File: config.mk
export PLATFORM = sky130hd
export DESIGN_NAME = cache_line_sequencer
export DESIGN_NICKNAME = d
export VERILOG_FILES = /design/src/rtl/cache_pkg.sv /design/src/rtl/line_word_counter.sv /design/src/rtl/cache_line_sequencer.sv
export SDC_FILE = /design/constraint.sdc
export NUM_CORES = 1
export LEC_CHECK = 0
export CORE_MARGIN = 2
export CORE_UTILIZATION = 34
export CTS_BUF_LIST = sky130_fd_sc_hd__clkbuf_4 sky130_fd_sc_hd__clkbuf_8 sky130_fd_sc_hd__clkbuf_16
export CTS_CLUSTER_DIAMETER = 50
export DETAILED_ROUTE_END_ITERATION = 10
export HOLD_SLACK_MARGIN = 0.12
export PLACE_DENSITY = 0.79
export SETUP_SLACK_MARGIN = 0.3
export SLEW_MARGIN = 20
export SYNTH_ARGS = -nofsm -noshare
export SYNTH_HDL_FRONTEND = slang
export SYNTH_SLANG_ARGS = --single-unit
File: constraint.sdc
create_clock -name clk -period 2.12 [get_ports clk]
set_clock_uncertainty 0.1 [all_clocks]
set_input_delay 0.53 -clock clk [delete_from_list [all_inputs] [get_ports clk]]
set_output_delay 0.53 -clock clk [all_outputs]
set_load 0.005 [all_outputs]
File: src/rtl/cache_pkg.sv
// rtl/cache_pkg.sv - shared cache types, geometry constants and line-address helpers
package cache_pkg;

  typedef enum logic [2:0] {
    S_IDLE,
    S_WB,
    S_RF,
    S_TAG,
    S_DONE
  } seq_state_t;

  localparam int WORD_BYTES = 4;

  // Geometry of the unified cache arrays
  localparam int CACHE_LINES          = 64;
  localparam int CACHE_WORDS_PER_LINE = 4;
  localparam int CACHE_LINE_BYTES     = CACHE_WORDS_PER_LINE * WORD_BYTES;
  localparam int CACHE_INDEX_W        = $clog2(CACHE_LINES);

  // Mask that clears the byte offset within a line; callers take the low ADDR_W bits.
  function automatic logic [63:0] line_base_mask(input int words_per_line);
    logic [63:0] span;
    span = 64'(WORD_BYTES * words_per_line);
    return ~(span - 64'd1);
  endfunction

endpackage

File: src/rtl/line_word_counter.sv
// rtl/line_word_counter.sv - word index within a cache line, advanced once per memory handshake
module line_word_counter #(
  parameter int WORDS_PER_LINE = 4
) (
  input  logic                              clk,
  input  logic                              rst,
  input  logic                              clr,
  input  logic                              inc,
  output logic [$clog2(WORDS_PER_LINE)-1:0] cnt,
  output logic                              last
);

  localparam int IDX_W = $clog2(WORDS_PER_LINE);

  always_ff @(posedge clk) begin
    if (rst || clr) begin
      cnt <= '0;
    end else if (inc) begin
      cnt <= cnt + IDX_W'(1);
    end
  end

  assign last = (cnt == IDX_W'(WORDS_PER_LINE - 1));

endmodule

File: src/rtl/cache_line_sequencer.sv
// rtl/cache_line_sequencer.sv - victim write-back then line refill for a cache miss
module cache_line_sequencer
  import cache_pkg::*;
#(
  parameter int WORDS_PER_LINE = 4,
  parameter int ADDR_W         = 32
) (
  input  logic                              clk,
  input  logic                              rst,
  input  logic                              start,
  input  logic                              dirty,
  input  logic [ADDR_W-1:0]                 victim_addr,
  input  logic [ADDR_W-1:0]                 miss_addr,
  output logic                              busy,
  output logic                              done,
  output logic [$clog2(WORDS_PER_LINE)-1:0] cache_ridx,
  input  logic [31:0]                       cache_rdata,
  output logic                              cache_we,
  output logic [$clog2(WORDS_PER_LINE)-1:0] cache_widx,
  output logic [31:0]                       cache_wdata,
  output logic                              tag_we,
  output logic                              mem_req,
  output logic                              mem_we,
  output logic [ADDR_W-1:0]                 mem_addr,
  output logic [31:0]                       mem_wdata,
  input  logic                              mem_ack,
  input  logic [31:0]                       mem_rdata
);

  localparam int                IDX_W     = $clog2(WORDS_PER_LINE);
  localparam logic [63:0]       MASK64    = line_base_mask(WORDS_PER_LINE);
  localparam logic [ADDR_W-1:0] LINE_MASK = MASK64[ADDR_W-1:0];

  seq_state_t        state;
  seq_state_t        state_next;
  logic [ADDR_W-1:0] victim_base;
  logic [ADDR_W-1:0] miss_base;
  logic [ADDR_W-1:0] word_off;
  logic [IDX_W-1:0]  cnt;
  logic              last;
  logic              cnt_clr;
  logic              cnt_inc;
  logic              accept;

  line_word_counter #(
    .WORDS_PER_LINE(WORDS_PER_LINE)
  ) u_counter (
    .clk (clk),
    .rst (rst),
    .clr (cnt_clr),
    .inc (cnt_inc),
    .cnt (cnt),
    .last(last)
  );

  // Offset stays inside the line, so base + offset never carries past the line.
  assign word_off = ADDR_W'({cnt, 2'b00});

  always_ff @(posedge clk) begin
    if (rst) begin
      state       <= S_IDLE;
      busy        <= 1'b0;
      victim_base <= '0;
      miss_base   <= '0;
    end else begin
      state <= state_next;
      busy  <= (state_next != S_IDLE);
      if (accept) begin
        victim_base <= victim_addr & LINE_MASK;
        miss_base   <= miss_addr & LINE_MASK;
      end
    end
  end

  always_comb begin
    state_next  = state;
    accept      = 1'b0;
    cnt_clr     = 1'b0;
    cnt_inc     = 1'b0;
    mem_req     = 1'b0;
    mem_we      = 1'b0;
    mem_addr    = '0;
    mem_wdata   = '0;
    cache_ridx  = '0;
    cache_we    = 1'b0;
    cache_widx  = '0;
    cache_wdata = '0;
    tag_we      = 1'b0;
    done        = 1'b0;

    case (state)
      S_IDLE: begin
        if (start) begin
          accept     = 1'b1;
          cnt_clr    = 1'b1;
          state_next = dirty ? S_WB : S_RF;
        end
      end
      S_WB: begin
        mem_req    = 1'b1;
        mem_we     = 1'b1;
        mem_addr   = victim_base + word_off;
        cache_ridx = cnt;
        mem_wdata  = cache_rdata;
        if (mem_ack) begin
          if (last) begin
            cnt_clr    = 1'b1;
            state_next = S_RF;
          end else begin
            cnt_inc = 1'b1;
          end
        end
      end
      S_RF: begin
        mem_req  = 1'b1;
        mem_addr = miss_base + word_off;
        if (mem_ack) begin
          cache_we    = 1'b1;
          cache_widx  = cnt;
          cache_wdata = mem_rdata;
          cnt_inc     = 1'b1;
          if (last) begin
            state_next = S_TAG;
          end
        end
      end
      S_TAG: begin
        tag_we     = 1'b1;
        state_next = S_DONE;
      end
      S_DONE: begin
        done       = 1'b1;
        state_next = S_IDLE;
      end
      default: state_next = S_IDLE;
    endcase
  end

endmodule

# [Word-level counts from Yosys, hierarchy flattened]
# Cells that the tools add are included.
[word_totals] mem_bits_ro=0 n_memories=0 ramBits=0 output_inout_bits=106 inputBits=133 latch_bits=0 ff_bits=62 elab_cells=45
[classes] n_mux=28 n_reduce_logical=4 multipliers=0 n_addsub=3 n_bitwise=0 eq_ne=5 n_div=0 n_lt_le_gt_ge=0 n_shift=0
[op_table] op="2-to-1 mux 32 bit" n=3
[op_table] op="adder 32 x 4 -> 32 bit" n=2
[op_table] op="one-hot mux 32 bit (2 select lines)" n=1
[op_table] op="2-to-1 mux 3 bit" n=5
[op_table] op="2-to-1 mux 1 bit" n=12
[op_table] op="one-hot mux 3 bit (4 select lines)" n=1
[op_table] op="2-to-1 mux 2 bit" n=4
[op_table] op="== test 3 x 2 -> 1 bit, second input constant" n=2
[op_table] op="one-hot mux 1 bit (2 select lines)" n=2
[op_table] op="== test 3 x 1 -> 1 bit, second input constant" n=1
[op_table] op="== test 3 bit, second input constant" n=1
[op_table] op="logical NOT 3 bit" n=1
[op_table] op="nonzero test 3 bit" n=1
[op_table] op="adder 2 x 1 -> 2 bit, second input constant" n=1
[op_table] op="== test 2 bit, second input constant" n=1
[op_table] op="OR reduction 2 bit" n=1
[op_table] op="logical OR 1 bit" n=1

# [Depth between registers and ports, before layout]
[depth] ltp_word=5 mapped_depth=6 mapped_depth_nobuf=4

# [By module]
# A second synthesis with hierarchy kept.
[unflattened] cells_unflattened=400 area_unflattened_um2=3064.2
[by_module_without_submodules] mod="cache_line_sequencer" seq_area_each_um2=1201.2 instances=1 area_each_um2=2972.9 cells_each=393
[by_module_without_submodules] mod="line_word_counter" seq_area_each_um2=40.0 instances=1 area_each_um2=91.3 cells_each=7

# [Least setup slack after synthesis]
# Ideal clock, no wire load.
[synth_path] path_kind="register to output" start="register state[1]" end="output port cache_widx[0]" n_path_buf=2 setup_slack_ns=0.187 path_stages_with_launch=5 required_ns=1.490 arrival_time_ns=1.303 cell_sequence="dfxtp_1 > buf_6 > nor3b_4 > buf_6 > and3_1"
[synth_between] elab_chain_cells=2
[synth_lines] element="start: declaration" line_no="cache_line_sequencer.sv:34" text="seq_state_t state;"
[synth_lines] element="start signal: assignment" line_no="cache_line_sequencer.sv:66" text="state <= state_next;"
[synth_lines] element="== test 3 x 2 -> 1 bit" line_no="cache_line_sequencer.sv:91" text="case (state)"
[synth_lines] element="2-to-1 mux 2 bit" line_no="cache_line_sequencer.sv:91"
[synth_lines] element="end: declaration" line_no="cache_line_sequencer.sv:19" text="output logic [$clog2(WORDS_PER_LINE)-1:0] cache_widx,"
# No other way between the ends.

# [Worst setup path in the final report]
# Ends and elaborated chain as after synthesis.

==> flow_metrics.py <==
metrics = {
    "run_status": {
        "outcome": "finished, violations left",
        "violations": "negative setup slack",
    },
    "placement": {
        "routabilityCongestion": 0.804,
        "io_buffers": 228,
        "dpl.hpwl_um": 8400,
    },
    "clock_network": {
        "clock_path_buffers": 2,
        "cts_tree": "built",
        "cts_buffers": 9,
        "cts.sinks": 62,
        "clock-root-buffer": "clkbuf_8",
        "insertion_delay_ns": 0.33,
        "postCtsHoldBufs": 0,
        "htree_levels": 3,
        "clk_pin_slew_ns": 0.07,
    },
    "setup_path": {
        "startpoint": "state[1]$_SDFF_PP0_",
        "critPathKind": "register to output port",
        "start_kind": "register",
        "reg2reg_depth": 7,
        "cp.arrival_ns": 1.70,
        "cp.required_ns": 1.49,
        "endpoint_kind": "output port",
        "r2r-start": "state[2]$_SDFF_PP0_",
        "crit_fanout": 5,
    },
    "min_path": {
        "min_path_type": "input pin to register",
        "min_path_cells": 2,
        "hp-start": "rst",
    },
    "pwr": {
        "worst_ir_drop_vdd_v": 0.000441,
        "comb_power_share_pct": 32.2,
        "pwr-share-clk_pct": 30.6,
        "intPower_w": 0.00254,
        "p_per_area_nw_per_um2": 531,
        "seq_power_share_pct": 37.2,
        "p_total_w": 0.00352,
        "p_leak_nw": 3.10,
        "swShare_pct": 27.7,
        "power.switching_w": 0.000975,
    },
    "job": {
        "cap_violations": 0,
    },
    "final_layout": {
        "nNetsFinal": 805,
        "nFillCells": 653,
        "area_growth_pct": 111,
        "drive_above_1_share_pct": 42.2,
        "n_antenna_cell": 0,
    },
    "detailed_routing": {
        "ant_nets": 0,
        "post_drt_wl_per_cell_um": 18.0,
        "via_per_inst": 5.13,
        "num_vias": 4032,
        "drt_wl_total_um": 14100,
        "drc": 0,
        "drt_iter0_drc": 148,
        "drtPass1Iterations": 6,
    },
    "timing": {
        "setup_ws_ns": -0.212,
        "rsz0062_at_grt": "yes",
        "period_share_pct": 110,
        "period_needed_ns": 2.33,
        "fmax_ghz": 0.429,
        "relSlewSlack_pct": 65.2,
        "finalHoldViolations": 0,
        "hold_ws_ns": 0.335,
        "slew_viol_final": 0,
        "setup_viol": 99,
        "worst_pin_slew_ns": 0.522,
    },
    "grt": {
        "grt.overflow.total": 0,
        "antenna_found_initial": 0,
        "track_usage_pct": 21.7,
        "grt_pass1_wl_um": 17500,
        "grt_pass1_vias": 3453,
        "grt_max_degree": 37,
    },
    "floorplan": {
        "start_util_pct": 34.5,
        "die_w_um": 100,
        "core-area_sq_um": 9110,
        "rows": 35,
        "ios": 239,
        "dieArea_sq_um": 10000,
        "die_h_um": 100,
    },
    "synth": {
        "ys_dominant_reg_cell": "dfxtp_1",
        "synth_seq_cells": 62,
        "syn_area_sq_um": 3150,
        "async_flop_share_pct": 0,
        "synth_cell_types": 29,
        "synth_seq_area_share_pct": 39.5,
        "synth_edf_count": 0,
        "yosys_warnings": 0,
        "netlist_instances": 403,
        "syn_avg_cell_area_sq_um": 7.81,
    },
}
registers in the layout (all words and copies together), names as in the netlist:
name	count
miss_base	28
victim_base	28
state	3
u_counter.cnt	2
busy	1
worst max-delay path, stage by stage, from the launching register on:
cell	delay [ns]
dfxtp_4	0.37
nor3b_4	0.24
buf_6	0.14
buf_12	0.11
buf_8	0.13
buf_12	0.11
and3_4	0.18
buf_6	0.09
stage by stage:
stage	util (%)	cells	TNS, ns	instance area [sq um]	worst slack (ns)
2_1_floorplan	-	404	0	3160	0.258
5_1_grt	72.8	786	-16.31	6630	-0.284
6_report	72.8	786	-10.01	6630	-0.212
3_3_place_gp	61.5	730	-29.12	5610	-0.391
4_1_cts	64.8	763	-9.57	5910	-0.172
3_5_place_dp	61.5	730	-30.14	5610	-0.396
power groups by stage:
| stage | sequential [W] | combinational (W) | clock (W) |
|---|---|---|---|
| 2_1_floorplan | 0.00131 | 0.000343 | 0 |
| 4_1_cts | 0.00129 | 0.000862 | 0.00108 |
| 5_1_grt | 0.00132 | 0.00120 | 0.00116 |
| 3_3_place_gp | 0.00131 | 0.000780 | 0 |
| 3_5_place_dp | 0.00132 | 0.000793 | 0 |
| 6_report | 0.00131 | 0.00113 | 0.00108 |
cell usage in the layout (no fill, tap or decap), types with 2 or more instances in the layout:
cell	count
clkdlybuf4s50_1	122
nand2_1	88
buf_6	62
buf_2	60
dfxtp_1	59
a21oi_1	32
and2_4	30
a22o_1	28
and3_1	28
a21oi_2	24
nand2_4	23
buf_4	18
buf_12	11
clkbuf_8	9
clkbuf_16	8
and3_4	7
and2_1	7
buf_8	7
nand2_2	4
a211oi_1	4
nor2b_1	3
o21ai_0	3
nor3_1	3
clkinv_2	3
buf_16	3
clkbuf_2	3
dfxtp_4	3
nor3b_4	2
nor3b_1	2
conb_1	2
dlymetal6s2s_1	2
final timing paths:
check / slack, ns / endpoint
worst max-delay path: -0.21 / cache_widx[0]
worst min-delay path: 0.33 / state[0]$_SDFF_PP0_
worst min register to register: 0.36 / miss_base[25]$_SDFFE_PP0N_
worst max register to register: 0.24 / victim_base[21]$_SDFFE_PP0N_
layer usage:
layer | vias up | GRT usage [%] | share of wire, %
li1 | 1900 | - | -
met1 | 1912 | 24.0 | 36
met2 | 185 | 41.5 | 54
met3 | 35 | 3.55 | 6.4
met4 | 0 | 7.38 | 2.9
met5 | - | 0 | 0
area by class of cell:
class                   instances  area, sq um  share of cell area, %
repair buffers                296         2990                   45.1
multi-input cells             301         2040                   30.8
clock inverters                 4         45.0                  0.679
inverters                       1         3.75                 0.0566
well taps                     111          139                   2.09
flip-flops and latches         62         1250                   18.9
clock buffers                  11          156                   2.36
synthesized netlist by cell type (2+ instances only):
master / number / area share (%)
nor2b_1: 3 / 0.60
a211oi_1: 4 / 0.95
buf_4: 4 / 0.95
nand2_1: 115 / 14
nor3b_1: 2 / 0.48
and3_1: 35 / 7.0
o21ai_0: 3 / 0.48
nor3_1: 4 / 0.64
a21oi_1: 56 / 8.9
dfxtp_1: 62 / 39
clkbuf_1: 15 / 1.8
buf_6: 11 / 3.9
and2_1: 37 / 7.4
a22o_1: 28 / 7.8
buf_2: 10 / 1.6
cell families (layout without fill, tap and decap cells):
kind of cell,Yosys count,after routing,share of synthesized area (%)
other,1,2,0.119
AND/OR/NAND/NOR,203,203,32.4
XOR/XNOR,1,1,0.278
adder cells (fa/ha/maj),1,1,0.398
flip-flops,62,62,39.5
AO/OA/AOI/OAI,93,93,18.7
multiplexers,1,1,0.318
buffers and inverters,41,312,8.39
what timing repair did:
item                                    CTS  global route
cloned                                    3            10
setup buffers                            15            13
endpoints found under the setup margin  159           140
pin swaps                                32            55
resized for setup                       420           192
No activity file was read; power rests on OpenSTA's default activity.
